$ cat src/rtl/vga_fb_arbiter.sv
`default_nettype none
// ============================================================================
// Module   : vga_fb_arbiter
// Purpose  : Single-port framebuffer arbiter: scanout reads, then a held UART write, then clear sweep.
// Revision : 1.0  initial release
// ============================================================================
module vga_fb_arbiter #(
    parameter int FB_W        = 160,
    parameter int FB_H        = 120,
    parameter int SCALE_SHIFT = 2,
    parameter int DATA_W      = 8,
    parameter int ADDR_W      = 15,
    parameter int ACTIVE_HORI = 640,
    parameter int ACTIVE_VERT = 480
) (
    input  logic              clk,
    input  logic              reset,
    input  logic              pixel_tick,
    input  logic [9:0]        hori_cnt,
    input  logic [9:0]        vert_cnt,
    input  logic              hsync_in,
    input  logic              vsync_in,
    input  logic              wr_valid,
    output logic              wr_ready,
    input  logic [ADDR_W-1:0] wr_addr,
    input  logic [DATA_W-1:0] wr_data,
    input  logic              clr_req,
    input  logic [DATA_W-1:0] clr_color,
    output logic              clr_busy,
    output logic [ADDR_W-1:0] ram_addr,
    output logic              ram_we,
    output logic [DATA_W-1:0] ram_wdata,
    input  logic [DATA_W-1:0] ram_rdata,
    output logic [DATA_W-1:0] pixel_out,
    output logic              hsync_out,
    output logic              vsync_out,
    output logic              de_out,
    output logic [7:0]        drop_cnt
);

    localparam logic [ADDR_W-1:0] CELLS     = ADDR_W'(FB_W * FB_H);
    localparam logic [ADDR_W-1:0] CELL_LAST = ADDR_W'(FB_W * FB_H - 1);
    localparam logic [ADDR_W-1:0] ROW_PITCH = ADDR_W'(FB_W);
    localparam logic [9:0]        H_LIMIT   = 10'(ACTIVE_HORI);
    localparam logic [9:0]        V_LIMIT   = 10'(ACTIVE_VERT);

    typedef enum logic [0:0] {
        ST_IDLE  = 1'b0,
        ST_CLEAR = 1'b1
    } state_t;

    state_t            state;
    state_t            state_nxt;

    logic              tick_d;
    logic              tick_dd;
    logic              active;
    logic              slot_read;
    logic [ADDR_W-1:0] cell_row;
    logic [ADDR_W-1:0] cell_col;
    logic [ADDR_W-1:0] rd_addr;
    logic              de1;
    logic              hs1;
    logic              vs1;

    logic              hold_valid;
    logic [ADDR_W-1:0] hold_addr;
    logic [DATA_W-1:0] hold_data;
    logic [ADDR_W-1:0] clr_addr;
    logic [DATA_W-1:0] clr_fill;

    logic              wr_accept;
    logic              wr_oob;
    logic              clr_take;
    logic              hold_commit;
    logic              sweep_wr;

    // The counters have already advanced when tick_d is high, so the slot reads the new position.
    assign active    = (hori_cnt < H_LIMIT) && (vert_cnt < V_LIMIT);
    assign slot_read = tick_d && active;
    assign cell_row  = ADDR_W'(vert_cnt >> SCALE_SHIFT);
    assign cell_col  = ADDR_W'(hori_cnt >> SCALE_SHIFT);
    assign rd_addr   = cell_row * ROW_PITCH + cell_col;

    assign wr_ready  = (state == ST_IDLE) && !hold_valid;
    assign wr_accept = wr_valid && wr_ready;
    assign wr_oob    = (wr_addr >= CELLS);
    assign clr_take  = (state == ST_IDLE) && clr_req;
    assign clr_busy  = (state == ST_CLEAR);

    always_ff @(posedge clk or negedge reset) begin
        if (!reset) begin
            state <= ST_IDLE;
        end else begin
            state <= state_nxt;
        end
    end

    always_comb begin
        state_nxt   = state;
        ram_addr    = '0;
        ram_we      = 1'b0;
        ram_wdata   = '0;
        hold_commit = 1'b0;
        sweep_wr    = 1'b0;

        if (slot_read) begin
            ram_addr = rd_addr;
        end else if (hold_valid) begin
            ram_we      = 1'b1;
            ram_addr    = hold_addr;
            ram_wdata   = hold_data;
            hold_commit = 1'b1;
        end else if (state == ST_CLEAR) begin
            ram_we    = 1'b1;
            ram_addr  = clr_addr;
            ram_wdata = clr_fill;
            sweep_wr  = 1'b1;
            if (clr_addr == CELL_LAST) begin
                state_nxt = ST_IDLE;
            end
        end

        if (clr_take) begin
            state_nxt = ST_CLEAR;
        end
    end

    // Accept and commit never coincide because wr_ready requires an empty hold register.
    always_ff @(posedge clk or negedge reset) begin
        if (!reset) begin
            hold_valid <= 1'b0;
            hold_addr  <= '0;
            hold_data  <= '0;
            drop_cnt   <= '0;
        end else begin
            if (hold_commit) begin
                hold_valid <= 1'b0;
            end
            if (wr_accept) begin
                if (wr_oob) begin
                    if (drop_cnt != 8'hFF) begin
                        drop_cnt <= drop_cnt + 8'd1;
                    end
                end else begin
                    hold_valid <= 1'b1;
                    hold_addr  <= wr_addr;
                    hold_data  <= wr_data;
                end
            end
        end
    end

    always_ff @(posedge clk or negedge reset) begin
        if (!reset) begin
            clr_addr <= '0;
            clr_fill <= '0;
        end else if (clr_take) begin
            clr_addr <= '0;
            clr_fill <= clr_color;
        end else if (sweep_wr) begin
            clr_addr <= clr_addr + 1'b1;
        end
    end

    // Two-stage video pipe: stage 1 at the slot edge, stage 2 when the RAM word is valid.
    always_ff @(posedge clk or negedge reset) begin
        if (!reset) begin
            tick_d    <= 1'b0;
            tick_dd   <= 1'b0;
            de1       <= 1'b0;
            hs1       <= 1'b1;
            vs1       <= 1'b1;
            pixel_out <= '0;
            hsync_out <= 1'b1;
            vsync_out <= 1'b1;
            de_out    <= 1'b0;
        end else begin
            tick_d  <= pixel_tick;
            tick_dd <= tick_d;
            if (tick_d) begin
                de1 <= active;
                hs1 <= hsync_in;
                vs1 <= vsync_in;
            end
            if (tick_dd) begin
                pixel_out <= de1 ? ram_rdata : '0;
                hsync_out <= hs1;
                vsync_out <= vs1;
                de_out    <= de1;
            end
        end
    end

endmodule
`default_nettype wire
$ cat config.mk
export PLATFORM = sky130hd
export DESIGN_NAME = vga_fb_arbiter
export DESIGN_NICKNAME = d
export VERILOG_FILES = /design/src/rtl/vga_fb_arbiter.sv
export SDC_FILE = /design/constraint.sdc
export NUM_CORES = 1
export LEC_CHECK = 0
export CAP_MARGIN = 20
export CORE_AREA = 2 2 120 76
export DETAILED_ROUTE_END_ITERATION = 12
export DIE_AREA = 0 0 122 78
export GPL_TIMING_DRIVEN = 0
export PLACE_DENSITY = 0.86
export REMOVE_ABC_BUFFERS = 1
export SYNTH_ARGS = -nofsm -noshare
export SYNTH_HDL_FRONTEND = slang
export SYNTH_SLANG_ARGS = --single-unit
$ cat constraint.sdc
create_clock -name clk -period 2.7 [get_ports clk]
set_clock_uncertainty 0.15 [all_clocks]
set_input_delay 0.27 -clock clk [delete_from_list [all_inputs] [get_ports clk]]
set_output_delay 0.27 -clock clk [all_outputs]
set_load 0.05 [all_outputs]
==> flow_results.xml <==
<?xml version="1.0" encoding="UTF-8"?>
<metrics>
  <group name="finish">
    <metric name="area_used_by_multi_input_combinational_logic" unit="um2">2292</metric>
    <metric name="final_layout_size_suffix_gt1_frac" unit="">0.2606</metric>
    <metric name="final_core_utilization" unit="">0.7042</metric>
    <metric name="nets" unit="">575</metric>
    <metric name="area_occupied_by_registers" unit="um2">1812</metric>
    <metric name="insertedDiodeCount" unit="">0</metric>
    <metric name="area_delta_synth_final" unit="%">45.91</metric>
    <metric name="n_fill_cell" unit="">582</metric>
  </group>
  <group name="global_route">
    <metric name="global_route_wire_length_before_repair" unit="mm">18.11</metric>
    <metric name="first_global_vias" unit="">3578</metric>
    <metric name="grt.total_usage" unit="">0.2493</metric>
    <metric name="grt.overflow.total" unit="">0</metric>
    <metric name="antenna_violations_before_repair" unit="">0</metric>
    <metric name="grt_max_degree" unit="">73</metric>
  </group>
  <group name="routing">
    <metric name="routedWlPerCell" unit="um">18.90</metric>
    <metric name="antenna_violating_nets_post_route" unit="">0</metric>
    <metric name="violation_count_after_the_first_detailed_routing_iteration" unit="">213</metric>
    <metric name="number_of_design_rule_violations_left_after_detail_routing" unit="">0</metric>
    <metric name="firstDrtPassIters" unit="">5</metric>
    <metric name="post_drt_via_cell_ratio" unit="">5.845</metric>
    <metric name="total_wire_length_after_detailed_routing" unit="mm">11.48</metric>
    <metric name="routed-via-count" unit="">3548</metric>
  </group>
  <group name="setup_path">
    <metric name="worstPathArrival" unit="ns">2.48</metric>
    <metric name="critical_path.endpoint_type" unit="">output port</metric>
    <metric name="worst_ep_required_time" unit="ns">2.28</metric>
    <metric name="worst-r2r-setup-slack" unit="ns">0.31</metric>
    <metric name="timing_worst_setup_path_type" unit="">in2out</metric>
    <metric name="worst-r2r-cell-count" unit="">5</metric>
    <metric name="worstSetupStartpointType" unit="">primary input</metric>
    <metric name="crit_fanout" unit="">3</metric>
  </group>
  <group name="floorplanning">
    <metric name="rows" unit="">26</metric>
    <metric name="design.portCount" unit="">111</metric>
    <metric name="design.die.area" unit="um2">9516</metric>
    <metric name="die_h" unit="um">78</metric>
    <metric name="die_x" unit="um">122</metric>
    <metric name="floorplan.initialDensity" unit="">0.4827</metric>
    <metric name="core" unit="um2">8295</metric>
  </group>
  <group name="timing">
    <metric name="final.min_clock_period" unit="ns">2.900</metric>
    <metric name="timing.fmax" unit="GHz">0.3448</metric>
    <metric name="timing_worst_slew_pin_value" unit="ns">0.9220</metric>
    <metric name="setup_repair_after_global_routing_missed_its_margin" unit="">yes</metric>
    <metric name="setup_viol_count_final" unit="">8</metric>
    <metric name="whs" unit="ns">0.2264</metric>
    <metric name="final_critical_path_setup_slack" unit="ns">-0.2004</metric>
    <metric name="max-slew-margin-rel" unit="">0.3854</metric>
    <metric name="finalCritPeriodShare" unit="">1.074</metric>
    <metric name="final_max_slew_viol_count" unit="">0</metric>
    <metric name="final_hold_viol_count" unit="">0</metric>
  </group>
  <group name="status">
    <metric name="run_status" unit="">complete, but fails checks</metric>
    <metric name="violations_in_the_final_reports" unit="">negative setup slack</metric>
  </group>
  <group name="power">
    <metric name="power.static_leakage" unit="nW">2.506</metric>
    <metric name="p_switching" unit="W">0.001226</metric>
    <metric name="p_sw_frac" unit="">0.3282</metric>
    <metric name="vdd_drop_max" unit="mV">0.3495</metric>
    <metric name="cell_internal_pwr" unit="W">0.002510</metric>
    <metric name="clkPwrFrac" unit="">0.351</metric>
    <metric name="share_seq_of_total_power" unit="">0.351</metric>
    <metric name="comb_power_share" unit="">0.298</metric>
    <metric name="power_density" unit="nW/um2">639.6</metric>
  </group>
  <group name="clocking">
    <metric name="worst_skew_pair.late_latency" unit="ns">0.33</metric>
    <metric name="clock_sink_count" unit="">72</metric>
    <metric name="number_of_cts_inserted_buffers" unit="">9</metric>
    <metric name="ctsRootBufferMaster" unit="">clkbuf_16</metric>
    <metric name="tritoncts" unit="">built</metric>
    <metric name="clock_pin_slew_of_the_registers_on_the_worst_case_setup_and_hold_paths" unit="ns">0.06</metric>
    <metric name="h-tree-depth" unit="">3</metric>
    <metric name="clock_tree.buffer_depth" unit="">2</metric>
  </group>
  <group name="yosys">
    <metric name="number_of_instances_in_the_synthesized_netlist" unit="">373</metric>
    <metric name="ys_seq_elements" unit="">72</metric>
    <metric name="synth_async_sr_flop_share" unit="">1.000</metric>
    <metric name="ys_warn_count" unit="">0</metric>
    <metric name="mapped_cell_area" unit="um2">4004</metric>
    <metric name="yosysSeqAreaShare" unit="">0.4513</metric>
    <metric name="number_of_synthesized_flops_with_an_enable_pin" unit="">0</metric>
    <metric name="synth_top_cells_by_area" unit="">dfrtp_1 (43%), mux2_1 (6.2%), ha_1 (5.3%), mux2_2 (3.9%), xnor2_1 (3.3%)</metric>
    <metric name="synthDistinctLibCells" unit="">62</metric>
    <metric name="synth_area_leader_cell" unit="">dfrtp_1</metric>
    <metric name="yosys.area.top_type_share" unit="">0.4250</metric>
    <metric name="ys.flop_type" unit="">dfrtp_1</metric>
    <metric name="mean_post_synth_cell_area" unit="um2">10.73</metric>
  </group>
  <group name="place">
    <metric name="sum_of_net_half_perimeters_after_detailed_placement" unit="mm">7.183</metric>
    <metric name="port-buffer-count" unit="">106</metric>
    <metric name="routabilityCongestion" unit="">0.8989</metric>
  </group>
  <group name="flow_run">
    <metric name="max-cap-violations" unit="">0</metric>
  </group>
  <group name="min_path">
    <metric name="timing.hold.worst.class" unit="">in2reg</metric>
    <metric name="holdPathStages" unit="">1</metric>
  </group>
</metrics>
cell families after synthesis:
family,share of synthesized area
buffers and inverters,0.04312
adders and majority gates,0.06312
AOI/OAI and AO/OA,0.1338
xor gates and xnor gates,0.05906
DFF,0.4512
muxes,0.1013
and+or+nand+nor,0.1484
worst max-delay path, stage by stage:
cell	delay, ns
buf_8	0.10
ha_4	0.26
ha_4	0.13
inv_2	0.04
fa_2	0.40
xor2_4	0.17
nor2_2	0.15
nand4bb_4	0.15
a2111oi_1	0.47
o31ai_1	0.13
buf_4	0.20
final timing paths:
| path | start | end |
|---|---|---|
| setup / recovery | vert_cnt[3] | ram_addr[14] |
| hold / removal | pixel_tick | tick_d$_DFF_PN0_ |
| setup reg to reg | hold_valid$_DFF_PN0_ | hold_addr[7]$_DFFE_PN0P_ |
| hold reg to reg | hold_addr[10]$_DFFE_PN0P_ | hold_addr[10]$_DFFE_PN0P_ |
| max in group asynchronous | reset | hold_valid$_DFF_PN0_ |
| min in group asynchronous | reset | hold_addr[6]$_DFFE_PN0P_ |
timing repair:
| action | CTS | global route |
|---|---|---|
| cloned | 0 | 0 |
| endpoints found under the setup margin | 48 | 36 |
| hold buffers | 1 | 0 |
| gates resized for setup | 146 | 21 |
| buffers inserted | 9 | 6 |
| hold endpoints to repair | 68 | 0 |
| pin swaps | 16 | 9 |
layer usage:
layer	wire, um	part of all wire	track usage
met1	4800	0.42	0.3217
met2	5425	0.47	0.3838
met3	989	0.086	0.08971
met4	259	0.023	0.09540
met5	0	0	0
metrics by stage:
step	instance area (um2)	setup WS, ns	total power (W)	instances	setup TNS, ns
finish	5842	-0.2004	0.003736	607	-0.7442
global route	5842	-0.2514	0.003906	607	-1.440
CTS	5786	-0.2144	0.003721	601	-0.7483
detailed placement	5154	-1.415	0.002343	575	-24.60
global placement	5111	-1.635	0.002305	572	-122.18
floorplan	3910	-0.8940	0.001961	354	-10.23
power groups by stage:
stage               clock [W]  combinational, W  sequential (W)
detailed placement          0           0.00102         0.00132
finish                0.00131           0.00111         0.00131
global route          0.00140           0.00118         0.00133
CTS                   0.00133           0.00108         0.00131
global placement            0          0.000991         0.00131
floorplan                   0          0.000608         0.00135
flip-flops by register name (all words and copies together), names as in the netlist:
register / cells
tick_dd: 1
drop_cnt: 8
clr_busy: 1
vs1: 1
hold_valid: 1
tick_d: 1
de1: 1
hsync_out: 1
hs1: 1
vsync_out: 1
hold_addr: 15
hold_data: 8
clr_addr: 15
pixel_out: 8
clr_fill: 8
de_out: 1
layout by cell type, fill, tap and decap left out, drive strengths merged, types with 3 or more instances in the layout:
master	count
xnor2	15
nor4	5
dfstp	4
a221oi	6
clkdlybuf4s50	71
nor3	8
mux2	36
dfrtp	68
a221o	4
nand3	18
nand2	18
nand4	5
xor2	12
o21ai	17
nor2	29
and3	6
nor2b	3
clkbuf	16
clkdlybuf4s15	12
dlygate4sd2	5
buf	30
inv	21
a32o	8
or3	3
nor4b	3
ha	17
a21oi	14
cell usage after synthesis, types with 3 or more instances:
master / instances
a221o_1: 4
a32o_1: 8
nor4_1: 5
and3_1: 6
clkbuf_1: 12
nand4_1: 4
mux2_1: 22
dfstp_2: 4
buf_4: 3
ha_1: 17
nor3_1: 7
or3_1: 3
nor2b_1: 3
a221oi_1: 6
xnor2_1: 15
inv_1: 21
a21oi_1: 13
buf_2: 3
o21ai_0: 14
dfrtp_1: 68
nand2_1: 18
mux2_2: 14
nand3_1: 18
o21ai_1: 3
nor2_1: 29
xor2_1: 12
layout make-up:
cell class                 count  area share
timing repair buffer         125      0.2030
sequential                    72      0.3101
clock inverter                 4     0.01306
clock buffer                  12     0.04391
inverter                      21     0.01349
tap                          112     0.02399
multi-input combinational    261      0.3924
Note: power is estimated with default switching activity, not from simulation.
